File: config.mk
export PLATFORM = sky130hd
export DESIGN_NAME = led_blink_scheduler
export DESIGN_NICKNAME = d
export VERILOG_FILES = /design/src/rtl/led_sched_pkg.sv /design/src/rtl/rr_arbiter.sv /design/src/rtl/led_blink_scheduler.sv
export SDC_FILE = /design/constraint.sdc
export NUM_CORES = 1
export LEC_CHECK = 0
export ABC_AREA = 1
export CORE_MARGIN = 4
export CORE_UTILIZATION = 40
export DETAILED_ROUTE_END_ITERATION = 16
export DONT_BUFFER_PORTS = 1
export PLACE_DENSITY = 0.56
export REMOVE_ABC_BUFFERS = 1
export SYNTH_ARGS = -nofsm -noshare
export SYNTH_HDL_FRONTEND = slang
export SYNTH_SLANG_ARGS = --single-unit
File: constraint.sdc
create_clock -name clkin -period 2.26 [get_ports clkin]
set_clock_uncertainty 0.05 [all_clocks]
set_input_delay 0.452 -clock clkin [delete_from_list [all_inputs] [get_ports clkin]]
set_output_delay 0.452 -clock clkin [all_outputs]
set_load 0.01 [all_outputs]
File: src/rtl/led_sched_pkg.sv
// Shared types and constants for the LED blink scheduler.
package led_sched_pkg;

  typedef enum logic [1:0] {
    ST_IDLE = 2'd0,
    ST_ON   = 2'd1,
    ST_OFF  = 2'd2,
    ST_GAP  = 2'd3
  } state_t;

  // Phase timer and gap counter width.
  localparam int TIMER_W = 32;

  localparam int DEFAULT_HALF_PERIOD = 25000000;
  localparam int DEFAULT_GAP_PHASES  = 2;

endpackage

File: src/rtl/rr_arbiter.sv
// Combinational round-robin arbiter: first active request at or after the
// pointer (wrapping) wins. The pointer register lives in the parent.
module rr_arbiter #(
  parameter int NREQ  = 4,
  parameter int PTR_W = $clog2(NREQ)
) (
  input  logic [NREQ-1:0]  req_i,
  input  logic [PTR_W-1:0] ptr_i,
  output logic [NREQ-1:0]  gnt_o,
  output logic             vld_o
);

  // Scan requesters in rotated order and keep only the first hit.
  always_comb begin
    gnt_o = '0;
    vld_o = 1'b0;
    for (int k = 0; k < NREQ; k++) begin
      if (!vld_o && req_i[(int'(ptr_i) + k) % NREQ]) begin
        gnt_o[(int'(ptr_i) + k) % NREQ] = 1'b1;
        vld_o = 1'b1;
      end
    end
  end

endmodule

File: src/rtl/led_blink_scheduler.sv
// Shares one status LED between NREQ requesters: round-robin grant, then
// N on/off blinks of HALF_PERIOD cycles each, a dark gap, and a done pulse.
module led_blink_scheduler
  import led_sched_pkg::*;
#(
  parameter int HALF_PERIOD = DEFAULT_HALF_PERIOD,
  parameter int GAP_PHASES  = DEFAULT_GAP_PHASES,
  parameter int NREQ        = 4,
  parameter int CNT_W       = 4
) (
  input  logic                  clkin,
  input  logic                  rst_n,
  input  logic [NREQ-1:0]       req,
  input  logic [NREQ*CNT_W-1:0] req_count,
  output logic [NREQ-1:0]       grant,
  output logic [NREQ-1:0]       done,
  output logic                  busy,
  output logic                  outled
);

  localparam int PTR_W = $clog2(NREQ);

  state_t               state_q, state_d;
  logic [TIMER_W-1:0]   timer_q, timer_d;
  logic [TIMER_W-1:0]   gap_q, gap_d;
  logic [CNT_W-1:0]     rem_q, rem_d;
  logic [PTR_W-1:0]     ptr_q, ptr_d;
  logic [NREQ-1:0]      grant_q, grant_d;
  logic [NREQ-1:0]      done_q, done_d;
  logic                 outled_q, outled_d;

  logic [NREQ-1:0]      arb_gnt;
  logic                 arb_vld;
  int                   win_idx;
  logic [CNT_W-1:0]     win_cnt;
  logic                 phase_end;

  rr_arbiter #(
    .NREQ  (NREQ),
    .PTR_W (PTR_W)
  ) u_arb (
    .req_i (req),
    .ptr_i (ptr_q),
    .gnt_o (arb_gnt),
    .vld_o (arb_vld)
  );

  // Convert the one-hot winner to an index to pick its count field.
  always_comb begin
    win_idx = 0;
    for (int i = 0; i < NREQ; i++) begin
      if (arb_gnt[i]) win_idx = i;
    end
  end

  assign win_cnt   = req_count[win_idx*CNT_W +: CNT_W];
  assign phase_end = (timer_q == TIMER_W'(HALF_PERIOD - 1));

  // Next-state and output logic; a finished burst returns straight to IDLE
  // with grant cleared and done naming the former owner.
  always_comb begin
    state_d  = state_q;
    timer_d  = timer_q;
    gap_d    = gap_q;
    rem_d    = rem_q;
    ptr_d    = ptr_q;
    grant_d  = grant_q;
    done_d   = '0;
    outled_d = outled_q;

    unique case (state_q)
      ST_IDLE: begin
        timer_d  = '0;
        gap_d    = '0;
        outled_d = 1'b0;
        if (grant_q != '0) begin
          // Zero-count grant: close it out before arbitrating again.
          done_d  = grant_q;
          grant_d = '0;
        end else if (arb_vld) begin
          grant_d = arb_gnt;
          ptr_d   = PTR_W'((win_idx + 1) % NREQ);
          rem_d   = win_cnt;
          if (win_cnt != '0) begin
            state_d  = ST_ON;
            outled_d = 1'b1;
          end
        end
      end

      ST_ON: begin
        timer_d = phase_end ? '0 : timer_q + 1'b1;
        if (phase_end) begin
          state_d  = ST_OFF;
          outled_d = 1'b0;
          rem_d    = rem_q - 1'b1;
        end
      end

      ST_OFF: begin
        timer_d = phase_end ? '0 : timer_q + 1'b1;
        if (phase_end) begin
          if (rem_q != '0) begin
            state_d  = ST_ON;
            outled_d = 1'b1;
          end else if (GAP_PHASES > 0) begin
            state_d = ST_GAP;
          end else begin
            state_d = ST_IDLE;
            grant_d = '0;
            done_d  = grant_q;
          end
        end
      end

      ST_GAP: begin
        timer_d  = phase_end ? '0 : timer_q + 1'b1;
        outled_d = 1'b0;
        if (phase_end) begin
          if (gap_q == TIMER_W'(GAP_PHASES - 1)) begin
            state_d = ST_IDLE;
            grant_d = '0;
            done_d  = grant_q;
          end else begin
            gap_d = gap_q + 1'b1;
          end
        end
      end

      default: state_d = ST_IDLE;
    endcase
  end

  // State and counter registers with synchronous active-low reset.
  always_ff @(posedge clkin) begin
    if (!rst_n) begin
      state_q  <= ST_IDLE;
      timer_q  <= '0;
      gap_q    <= '0;
      rem_q    <= '0;
      ptr_q    <= '0;
      grant_q  <= '0;
      done_q   <= '0;
      outled_q <= 1'b0;
    end else begin
      state_q  <= state_d;
      timer_q  <= timer_d;
      gap_q    <= gap_d;
      rem_q    <= rem_d;
      ptr_q    <= ptr_d;
      grant_q  <= grant_d;
      done_q   <= done_d;
      outled_q <= outled_d;
    end
  end

  assign grant  = grant_q;
  assign done   = done_q;
  assign outled = outled_q;
  assign busy   = (state_q != ST_IDLE);

endmodule

==> flow_summary.json, run 1 <==
{
  "status": "finished, violations left",
  "violations": "setup timing",
  "yosys_warnings": 0,
  "synth.avg_cell_area_um2": 6.68,
  "diodes": 0,
  "start_util_pct": 41.6,
  "dp_hpwl_mm": 11.3,
  "cp_slowest_cell": "dfxtp_2",
  "post-route-util_pct": 52.7,
  "path_cells": "inv_4 > ha_4 > inv_4 > nand3_1 > nand2_2 > nand3_1 > nand2_1 > inv_2 > nand2_2 > nor2_4 > nand2_4 > nand2_4 > nand2_1 > nand2_1 > nand2_2 > nor2_4 > nand2_2 > nand2_2 > nand3_1 > a21oi_1",
  "finalHoldViolCount": 0,
  "htree_levels": 3,
  "ant_nets": 0,
  "ir_worst_vdd_mv": 1.08,
  "vias": 5503,
  "totalWireLength_mm": 15.3,
  "max_slew_margin_pct": 67.0,
  "grt-ovfl-total": 0,
  "areaGrowthSynthToFinish_pct": 26.9,
  "drv_cap": 0,
  "critPathArrivalTime_ps": 2570,
  "io_pins": 32,
  "via_per_inst": 5.23,
  "path_max_fanout": 5,
  "path_depth": 20,
  "core_area_mm2": 0.0129,
  "synth_flop_cell": "dfxtp_1",
  "die-area_mm2": 0.0153,
  "crit_required_ps": 2490,
  "cts_buffer_depth": 2,
  "worstSetupStartpoint": "ptr_q[0]",
  "clkLatencyLatePin_ps": 350,
  "hold_path_class": "in2reg",
  "r2r-end": "state_q[1]",
  "max_stage_delay_ps": 360,
  "fillers": 1283,
  "drtIter0Drc": 341,
  "clock-sinks": 81,
  "ff2ff_path_depth": 20,
  "ys_ff_latch": 81,
  "synth_edf_count": 0,
  "min_period_ps": 2340,
  "clk_pin_slew_ps": 60,
  "fin_setup_tns_ps": -108,
  "chipWidth_um": 124,
  "portBuffers": 0,
  "cts_tree": "done",
  "cts_buffers": 9,
  "setup.worst_path.end_class": "flop",
  "rrSetupSlack_ps": -80,
  "ys_async_sr_fraction_pct": 0,
  "dr.pass1.iters": 5,
  "slew_violations": 0,
  "timing.rr.start": "ptr_q[0]",
  "final_nets": 913,
  "p_leak_nw": 2.52,
  "grt_max_degree": 32,
  "dieHeight_um": 124,
  "crit_path_frequent_cell": "nand2_2",
  "syn_inst": 801,
  "clock.fmax_mhz": 428,
  "grt_pass1_wl_mm": 24.8,
  "p_total_w": 0.00702,
  "crit_type": "reg2reg",
  "gp_congestion": 0.890,
  "path_buf_inv": 3,
  "rsz0062_at_grt": "yes",
  "holdBufCountCts": 0,
  "grt_pass1_vias": 5291,
  "syn-cell-area_mm2": 0.00535,
  "drive_above_1_share_pct": 24.6,
  "cp-endpoint": "state_q[1]",
  "antenna_found_initial": 0,
  "seq_area_frac_synth_pct": 30.3,
  "whs_path_depth": 2,
  "power.density_mw_per_mm2": 1030,
  "startpoint_type": "flop",
  "fp-row-count": 41,
  "post-place-ws_ps": -222,
  "synth.distinct_cells": 41,
  "fin_crit_sh_pct": 103,
  "cpLargestDelayFamily": "simple AND/OR/NAND/NOR gates",
  "drc": 0,
  "setup_ws_ps": -78.8,
  "grt_use_total_pct": 20.2,
  "setup_violations": 4,
  "wl_per_cell_um": 14.5,
  "ctsRootBufferMaster": "clkbuf_16",
  "tightest_slew_ps": 492
}
## how the worst min path moves through the flow
stage	endpoint	from	slack, ps
floorplan	timer_q[0]	timer_q[0]	380
global placement	timer_q[18]	timer_q[18]	420
detailed placement	gap_q[1]	gap_q[1]	430
CTS	gap_q[0]	rst_n	180
global route	ptr_q[0]	rst_n	180
finish	gap_q[0]	rst_n	190
## per-stage QoR
step                hold WS (ps)  instances  instance area (µm²)
floorplan                    379        780                 5250
global placement             415       1018                 5970
detailed placement           429       1018                 5970
CTS                          179       1040                 6370
global route                 183       1053                 6790
finish                       186       1053                 6790
## cell usage after synthesis (3+ instances only)
| cell | n | area share (%) |
|---|---|---|
| nand2_1 | 191 | 13 |
| dfxtp_1 | 81 | 30 |
| inv_1 | 78 | 5.5 |
| nor2_1 | 77 | 5.4 |
| a21oi_1 | 60 | 5.6 |
| nor3_1 | 44 | 4.1 |
| nand3_1 | 41 | 3.8 |
| nand4_1 | 29 | 3.4 |
| nor4_1 | 24 | 2.8 |
| o21ai_0 | 24 | 2.2 |
| xor2_1 | 21 | 3.4 |
| ha_1 | 15 | 3.5 |
| clkbuf_1 | 13 | 0.91 |
| nor2_4 | 12 | 2.5 |
| nor3b_1 | 11 | 1.5 |
| nand3_2 | 9 | 1.7 |
| nand2_4 | 8 | 1.7 |
| nand2_2 | 7 | 0.82 |
| inv_2 | 6 | 0.42 |
| nor2_2 | 6 | 0.70 |
| a31oi_1 | 5 | 0.58 |
| xnor2_1 | 5 | 0.82 |
| inv_4 | 3 | 0.35 |
| nand3b_1 | 3 | 0.42 |
| nor3_2 | 3 | 0.56 |
## registers in the layout, summed over array words and instances, names as in the netlist
name / cells
gap_q: 32
outled: 1
grant: 4
rem_q: 4
timer_q: 32
ptr_q: 2
done: 4
state_q: 2
## metal layers
| metal | part of all wire [%] | vias to the layer above | track usage, % |
|---|---|---|---|
| li1 | - | 2815 | - |
| met1 | 45 | 2548 | 26.3 |
| met2 | 49 | 119 | 33.5 |
| met3 | 3.9 | 21 | 3.36 |
| met4 | 1.7 | 0 | 7.61 |
| met5 | 0 | - | 0 |
## final cells by class
| class | instances | area, µm² | area share, % |
|---|---|---|---|
| Multi-Input combinational cell | 610 | 3620 | 53.3 |
| Sequential cell | 81 | 1630 | 24.0 |
| Timing Repair Buffer | 85 | 677 | 9.97 |
| Inverter | 89 | 354 | 5.21 |
| Clock buffer | 12 | 246 | 3.63 |
| Tap cell | 172 | 215 | 3.17 |
| Clock inverter | 4 | 52.6 | 0.774 |
## cells by family (layout without fill, tap and decap cells)
kind of cell	count (synthesis)	count (layout)	synth area share [%]
buffers and inverters	110	190	8.33
AND/OR/NAND/NOR	470	470	43.8
flip-flops	81	81	30.3
adder cells (fa/ha/maj)	15	15	3.51
AO/OA/AOI/OAI	99	99	9.85
XOR/XNOR	26	26	4.26
## worst reg2reg max path, cell delays in order (launching register included)
cell and delay, ps:
dfxtp_2 360, inv_4 40, ha_4 300, inv_4 50, nand3_1 90, nand2_2 80
nand3_1 70, nand2_1 60, inv_2 90, nand2_2 90, nor2_4 130, nand2_4 90
nand2_4 120, nand2_1 80, nand2_1 90, nand2_2 90, nor2_4 90, nand2_2 70
nand2_2 60, nand3_1 60, a21oi_1 130
## repair_timing
action / CTS / global route
endpoints found under the setup margin: 25 / 51
buffers inserted: 6 / 13
gates resized for setup: 14 / 82
hold endpoints to repair: 0 / 0
gates cloned: 0 / 0
pin swaps: 5 / 34
## layout by cell type, fill, tap and decap left out, types with 21 or more instances in the layout
cell,synthesis,layout
nand2_1,191,173
buf_4,2,78
inv_1,78,77
dfxtp_1,81,77
a21oi_1,60,60
nor2_1,77,59
nor3_1,44,40
nand3_1,41,36
nand4_1,29,29
o21ai_0,24,23
nor4_1,24,21
xor2_1,21,21
## power by group
part	leakage [nW]	internal (W)	switching (W)
logic	1.72	0.00153	0.00233
registers	0.656	0.00155	0.000131
clock network	0.147	0.000888	0.000589
total	2.52	0.00397	0.00305
(Power assumes the default switching activity.)
==> run 2, diff against run 1 <==
--- a/config.mk
+++ b/config.mk
@@ -8,6 +8,7 @@
 export ABC_AREA = 1
 export CORE_MARGIN = 4
 export CORE_UTILIZATION = 40
+export CTS_CLUSTER_DIAMETER = 200
 export DETAILED_ROUTE_END_ITERATION = 16
 export DONT_BUFFER_PORTS = 1
 export PLACE_DENSITY = 0.56
==> results of run 2 <==
The final DEF is identical to that of run 1; final timing and power are the same.
